[src/rtl/svr_mac_engine.sv]
// Time-multiplexed linear SVR: y = bias + sum(w[i]*x[i]) over N_FEAT single-precision features,
// one shared FP multiplier and adder, one feature per clock, runtime-writable coefficients.
module svr_mac_engine #(
    parameter int unsigned            N_FEAT = 9,
    parameter int unsigned            IDX_W  = 4,
    parameter logic [32*N_FEAT-1:0]   W_INIT = {32'h3EEE8A72, 32'hBFAFD567, 32'hBF2A92A3,
                                                32'h41427C1C, 32'h40CCBAC7, 32'h3FB08312,
                                                32'h403F9A6B, 32'h3F13D07D, 32'h3E5A0275},
    parameter logic [31:0]            B_INIT = 32'hC3C00E4C
) (
    input  logic                  clk,
    input  logic                  rst,
    input  logic [32*N_FEAT-1:0]  in_data,
    input  logic                  in_valid,
    output logic                  in_ready,
    output logic [31:0]           y,
    output logic                  out_valid,
    input  logic                  out_ready,
    input  logic                  cfg_we,
    input  logic [IDX_W-1:0]      cfg_addr,
    input  logic [31:0]           cfg_wdata,
    output logic                  busy
);

    localparam logic [1:0] StIdle = 2'd0;
    localparam logic [1:0] StRun  = 2'd1;
    localparam logic [1:0] StDone = 2'd2;

    localparam logic [IDX_W-1:0] LastIdx  = IDX_W'(N_FEAT - 1);
    localparam logic [IDX_W-1:0] BiasAddr = IDX_W'(N_FEAT);
    localparam logic [31:0]      QNan     = 32'h7FC00000;

    // Round-to-nearest-even multiply; denormal inputs and results flush to signed zero.
    function automatic logic [31:0] fp_mul(input logic [31:0] a, input logic [31:0] b);
        logic              s;
        logic [7:0]        ea, eb;
        logic [47:0]       prod;
        logic [22:0]       frac;
        logic              g, st;
        logic [23:0]       rnd;
        logic signed [9:0] e;
        s  = a[31] ^ b[31];
        ea = a[30:23];
        eb = b[30:23];
        if ((ea == 8'hFF && a[22:0] != '0) || (eb == 8'hFF && b[22:0] != '0)) return QNan;
        if (ea == 8'hFF || eb == 8'hFF) begin
            if (ea == 8'h00 || eb == 8'h00) return QNan;
            return {s, 8'hFF, 23'b0};
        end
        if (ea == 8'h00 || eb == 8'h00) return {s, 31'b0};
        prod = {24'b0, 1'b1, a[22:0]} * {24'b0, 1'b1, b[22:0]};
        e    = $signed({2'b0, ea}) + $signed({2'b0, eb}) - 10'sd127;
        if (prod[47]) begin
            frac = prod[46:24];
            g    = prod[23];
            st   = |prod[22:0];
            e    = e + 10'sd1;
        end else begin
            frac = prod[45:23];
            g    = prod[22];
            st   = |prod[21:0];
        end
        rnd = {1'b0, frac} + {23'b0, g & (st | frac[0])};
        if (rnd[23]) e = e + 10'sd1;
        if (e >= 10'sd255) return {s, 8'hFF, 23'b0};
        if (e <= 10'sd0) return {s, 31'b0};
        return {s, e[7:0], rnd[22:0]};
    endfunction

    // Round-to-nearest-even add with guard/round/sticky alignment; exact cancellation gives +0.
    function automatic logic [31:0] fp_add(input logic [31:0] a, input logic [31:0] b);
        logic              a_nan, b_nan, a_inf, b_inf, a_zero, b_zero;
        logic              swap, s_big;
        logic [7:0]        e_big, e_sml, d;
        logic [26:0]       m_big, m_full, m_sml, mask, norm;
        logic [27:0]       sum;
        logic [23:0]       rnd;
        logic [4:0]        lz;
        logic signed [9:0] e;
        a_nan  = a[30:23] == 8'hFF && a[22:0] != '0;
        b_nan  = b[30:23] == 8'hFF && b[22:0] != '0;
        a_inf  = a[30:23] == 8'hFF && a[22:0] == '0;
        b_inf  = b[30:23] == 8'hFF && b[22:0] == '0;
        a_zero = a[30:23] == 8'h00;
        b_zero = b[30:23] == 8'h00;
        if (a_nan || b_nan || (a_inf && b_inf && a[31] != b[31])) return QNan;
        if (a_inf) return a;
        if (b_inf) return b;
        if (a_zero && b_zero) return {a[31] & b[31], 31'b0};
        if (a_zero) return b;
        if (b_zero) return a;
        swap   = b[30:0] > a[30:0];
        s_big  = swap ? b[31] : a[31];
        e_big  = swap ? b[30:23] : a[30:23];
        e_sml  = swap ? a[30:23] : b[30:23];
        m_big  = {1'b1, swap ? b[22:0] : a[22:0], 3'b000};
        m_full = {1'b1, swap ? a[22:0] : b[22:0], 3'b000};
        d      = e_big - e_sml;
        if (d >= 8'd27) begin
            m_sml = 27'd1;
        end else begin
            mask  = (27'd1 << d) - 27'd1;
            m_sml = (m_full >> d) | {26'b0, |(m_full & mask)};
        end
        if (a[31] ^ b[31]) sum = {1'b0, m_big} - {1'b0, m_sml};
        else               sum = {1'b0, m_big} + {1'b0, m_sml};
        if (sum == '0) return 32'h0;
        e = $signed({2'b0, e_big});
        if (sum[27]) begin
            norm = sum[27:1] | {26'b0, sum[0]};
            e    = e + 10'sd1;
        end else begin
            lz = 5'd0;
            for (int i = 0; i < 27; i++) begin
                if (sum[i]) lz = 5'(26 - i);
            end
            norm = sum[26:0] << lz;
            e    = e - $signed({5'b0, lz});
        end
        rnd = {1'b0, norm[25:3]} + {23'b0, norm[2] & ((|norm[1:0]) | norm[3])};
        if (rnd[23]) e = e + 10'sd1;
        if (e >= 10'sd255) return {s_big, 8'hFF, 23'b0};
        if (e <= 10'sd0) return {s_big, 31'b0};
        return {s_big, e[7:0], rnd[22:0]};
    endfunction

    logic [1:0]       state_q, state_d;
    logic [IDX_W-1:0] idx_q, idx_d;
    logic [31:0]      acc_q, acc_d;
    logic [31:0]      x_q [N_FEAT];
    logic [31:0]      w_q [N_FEAT];
    logic [31:0]      bias_q;
    logic             accept, cfg_ok;
    logic [31:0]      bias_in, prod, mac_sum;

    assign in_ready  = state_q == StIdle;
    assign busy      = state_q != StIdle;
    assign out_valid = state_q == StDone;
    assign y         = acc_q;

    assign accept = in_valid && in_ready;
    assign cfg_ok = cfg_we && (state_q == StIdle) && (cfg_addr <= BiasAddr);
    // A bias write on the acceptance edge seeds this computation, like a weight write would.
    assign bias_in = (cfg_ok && cfg_addr == BiasAddr) ? cfg_wdata : bias_q;
    assign prod    = fp_mul(w_q[idx_q], x_q[idx_q]);
    assign mac_sum = fp_add(acc_q, prod);

    always_comb begin
        state_d = state_q;
        idx_d   = idx_q;
        acc_d   = acc_q;
        case (state_q)
            StIdle: begin
                if (in_valid) begin
                    state_d = StRun;
                    idx_d   = '0;
                    acc_d   = bias_in;
                end
            end
            StRun: begin
                acc_d = mac_sum;
                if (idx_q == LastIdx) begin
                    idx_d   = '0;
                    state_d = StDone;
                end else begin
                    idx_d = idx_q + 1'b1;
                end
            end
            StDone: begin
                if (out_ready) state_d = StIdle;
            end
            default: state_d = StIdle;
        endcase
    end

    always_ff @(posedge clk or posedge rst) begin
        if (rst) begin
            state_q <= StIdle;
            idx_q   <= '0;
            acc_q   <= '0;
        end else begin
            state_q <= state_d;
            idx_q   <= idx_d;
            acc_q   <= acc_d;
        end
    end

    always_ff @(posedge clk or posedge rst) begin
        if (rst) begin
            for (int i = 0; i < int'(N_FEAT); i++) x_q[i] <= '0;
        end else if (accept) begin
            for (int i = 0; i < int'(N_FEAT); i++) x_q[i] <= in_data[32*i +: 32];
        end
    end

    always_ff @(posedge clk or posedge rst) begin
        if (rst) begin
            for (int i = 0; i < int'(N_FEAT); i++) w_q[i] <= W_INIT[32*i +: 32];
            bias_q <= B_INIT;
        end else if (cfg_ok) begin
            if (cfg_addr == BiasAddr) bias_q <= cfg_wdata;
            else                      w_q[cfg_addr] <= cfg_wdata;
        end
    end

endmodule

[config.mk]
export PLATFORM = sky130hd
export DESIGN_NAME = svr_mac_engine
export DESIGN_NICKNAME = d
export VERILOG_FILES = /design/src/rtl/svr_mac_engine.sv
export SDC_FILE = /design/constraint.sdc
export NUM_CORES = 2
export LEC_CHECK = 0
export CORE_ASPECT_RATIO = 0.9
export CORE_MARGIN = 2
export CORE_UTILIZATION = 45
export CTS_CLUSTER_DIAMETER = 40
export DETAILED_ROUTE_END_ITERATION = 7
export HOLD_SLACK_MARGIN = 0.02
export MAX_ROUTING_LAYER = met4
export REMOVE_ABC_BUFFERS = 1
export SETUP_SLACK_MARGIN = 0.3
export SLEW_MARGIN = 30
export SYNTH_ARGS = -nofsm -noshare
export SYNTH_HDL_FRONTEND = slang
export SYNTH_SLANG_ARGS = --single-unit
[constraint.sdc]
create_clock -name clk -period 52.9 [get_ports clk]
set_clock_uncertainty 0.1 [all_clocks]
set_input_delay 10.58 -clock clk [delete_from_list [all_inputs] [get_ports clk]]
set_output_delay 10.58 -clock clk [all_outputs]
set_load 0.05 [all_outputs]
==> metrics <==
Post-Synth XOR/XNOR Area=around 1.7%; Seq/Total Area, Yosys=roughly a quarter; status=finished clean; initial antenna violation count=20; Final Hold Vio Count=0; Final Critical Period=around 32 ns; DRT antenna net count=0; clock sink count=about 650; Remaining DRCs=0; Post-synth EDFFs=0; layout cells sized above 1=between 20% and 30%; largest family of logic cells by synthesized area=adder cells; Initial Util=about 45%; final WL=roughly 240000 um; H-tree levels=3; largest net degree at the start of global routing=between 150 and 200; post-DP HPWL=around 180000 um; nets@finish=a little under 8000; WP data required=53.35 ns; Slew headroom=about 24%; Via Count=approximately 53000; drt via density=6.13; initial DRC count=about 5400; mux cell area share after synthesis=17.9%; Setup TNS Final=0 ns; simple-gate share of the synthesized area=13.6%; global-route usage over all layers=between 30% and 40%; Fill cells=around 13000; share of the clock period used by the worst path=61.1%; CP bufs+invs=14; slowest CP cell=dfrtp_4; RSZ-0062 raised after global routing=false; Die Wd=between 400 and 500 um; CTS Buffer Depth=3; Hold Buf Count CTS=0; most used cell, CP=a21oi_1; row cnt=130; Post-Syn Instances=6607; CP delay by family, top=compound AO/OA/AOI/OAI gates; Max stage delay on crit path=~0.98 ns; routability cong.=about 1.0; FF/Latch Area=between 15000 and 20000 um2; Final Setup Violations=0; Worst Setup Start Kind=flip-flop; Worst Tran Pin Value=around 1.1 ns; count of final max-slew check failures=0; PostCTS Resize Cnt=0; crit path DAT=roughly 33 ns; Synth Area in Adders=about a fifth; Synth Area in Compound Gates=roughly an eighth; Max Clk Rate=0.0309 GHz; yosys warns=0; IO Pins=364; share of synthesized registers carrying an async set or reset=100%; Post-CTS Setup Inserts=0; Mapped Avg Cell Area=9.61 um2; die height=~360 um; vias in the first global route=between 50000 and 60000; max_cap viols=0; worst skew pair latency=between 0.6 and 0.7 ns; Min-Delay Path Class=flip-flop to flip-flop; Root Buffer=clkbuf_16; detailed-router iteration count before antenna repair=6; wire per inst=roughly 27 um; synthesis-to-layout area growth=14.0%; Port Buffers=363; die area=144000 um2; global-route wire length before repair=~360000 um; Top FF cell, synth=dfrtp_1; worst setup path category=flip-flop to flip-flop; FF+latch count, synth=646; Core Region=140000 um2; Multi-input gate area=42900 um2; crit path max fanout=42; Reg clk slew, reported paths=0.05 ns; library cells used by synthesis=130; CP Capture Type=flip-flop; Syn Std Cell Area=63500 um2; CTS tree=built; Num CTS Buffers=90; grt ovf=0
cells by family after synthesis:
group / count (synthesis)
AOI/OAI and AO/OA: 1180
xor gates and xnor gates: 124
adders and majority gates: 766
buffers and inverters: 1164
DFF: 646
muxes: 885
and+or+nand+nor: 1842
worst register-to-register path, delay by kind of cell, from the launching register on:
family | cells | cell delay [ns]
mux | 5 | 1.55
xor+xnor | 3 | 0.93
buf+inv | 14 | 4.22
compound gates | 46 | 10.56
simple gates | 27 | 8.15
fa+ha+maj | 13 | 5.79
flops | 1 | 0.98
cell type report:
cell class                      count  area share, %
Multi-Input combinational cell   4797           59.2
Sequential cell                   646           22.6
Timing Repair Buffer              504           6.65
Inverter                          742           3.85
Clock buffer                      121           3.49
Tap cell                         1848           3.19
Clock inverter                     49          0.993
Antenna cell                       14         0.0484
Yosys cell counts, drive strengths merged (20+ instances only):
| cell type | n | area (um2) |
|---|---|---|
| o21bai | 20 | 150 |
| dfrtp | 486 | 12200 |
| inv | 736 | 2760 |
| nor4 | 58 | 443 |
| a32oi | 24 | 225 |
| buf | 136 | 666 |
| nand2 | 644 | 2420 |
| o211ai | 73 | 553 |
| a21oi | 233 | 1200 |
| a221oi | 20 | 199 |
| a211oi | 66 | 513 |
| xor2 | 51 | 447 |
| xnor2 | 73 | 639 |
| nor3 | 101 | 528 |
| nand3 | 110 | 563 |
| a31oi | 34 | 234 |
| o21ai | 261 | 1330 |
| mux2 | 626 | 7050 |
| mux2i | 120 | 1200 |
| a21o | 67 | 503 |
| fa | 485 | 9710 |
| clkbuf | 286 | 1070 |
| mux4 | 139 | 3130 |
| a21boi | 20 | 154 |
| nand4 | 84 | 532 |
| a2111oi | 22 | 245 |
| o22ai | 22 | 138 |
| and3 | 51 | 319 |
| nand2b | 26 | 163 |
| dfstp | 160 | 4200 |
| o21a | 64 | 480 |
| nor2 | 542 | 2060 |
| ha | 281 | 3520 |
| o31ai | 47 | 440 |
| and2 | 45 | 282 |
| or3 | 55 | 354 |
| or2 | 33 | 206 |
metrics by stage:
step / setup WS [ns] / instance area (um2) / util, % / hold WS [ns] / instances
global placement: 21.10 / 69000 / 49.3 / 0.377 / 8532
CTS: 21.19 / 72300 / 51.7 / 0.398 / 8704
global route: 18.27 / 72400 / 51.8 / 0.408 / 8720
finish: 20.56 / 72400 / 51.8 / 0.395 / 8721
floorplan: 16.24 / 61800 / - / 0.365 / 6185
detailed placement: 21.37 / 69100 / 49.4 / 0.386 / 8534
registers in the layout (all words and copies together), names as in the netlist:
register,cells
x_q,288
w_q,288
y,32
idx_q,4
bias_q,32
state_q,2
final timing paths:
check / from / cells past startpoint / endpoint / slack [ns]
max in group asynchronous: rst / 5 / x_q[276] / 40.36
worst max-delay path: idx_q[0] / 108 / y[21] / 20.56
worst max register to register: idx_q[0] / 108 / y[21] / 20.56
worst min-delay path: bias_q[4] / 1 / bias_q[4] / 0.40
worst min register to register: bias_q[4] / 1 / bias_q[4] / 0.40
min in group asynchronous: rst / 2 / x_q[167] / 10.29
placed cells by master, fill, tap and decap left out, types with 20 or more instances in the layout:
cell               n
inv_1            732
nand2_1          639
mux2_2           624
nor2_1           535
fa_1             485
dfrtp_1          482
clkdlybuf4s50_1  363
ha_1             281
a21oi_1          218
o21ai_0          209
dfstp_2          160
mux4_2           139
buf_4            130
mux2i_1          119
nand3_1          109
nor3_1            95
clkbuf_16         90
nand4_1           83
o211ai_1          72
xnor2_1           70
a21o_1            67
o21a_1            64
a211oi_1          62
or3_1             53
and3_1            51
xor2_1            50
nor4_1            47
and2_1            44
o21ai_1           41
o31ai_1           32
a31oi_1           32
or2_2             29
nand2b_1          26
o22ai_1           22
a32oi_1           22
o21bai_1          20
layer usage:
| metal | up-vias | track usage (%) | share of wire [%] |
|---|---|---|---|
| met1 | 27391 | 50.3 | 46 |
| met5 | - | - | 0 |
| met2 | 2406 | 47.3 | 42 |
| met4 | 0 | 7.79 | 2.5 |
| met3 | 317 | 6.68 | 8.9 |
| li1 | 23382 | - | - |
Power is left out: the tool's default activity adds up to more than one toggle a clock period on the data nets, which glitch-free logic cannot reach.
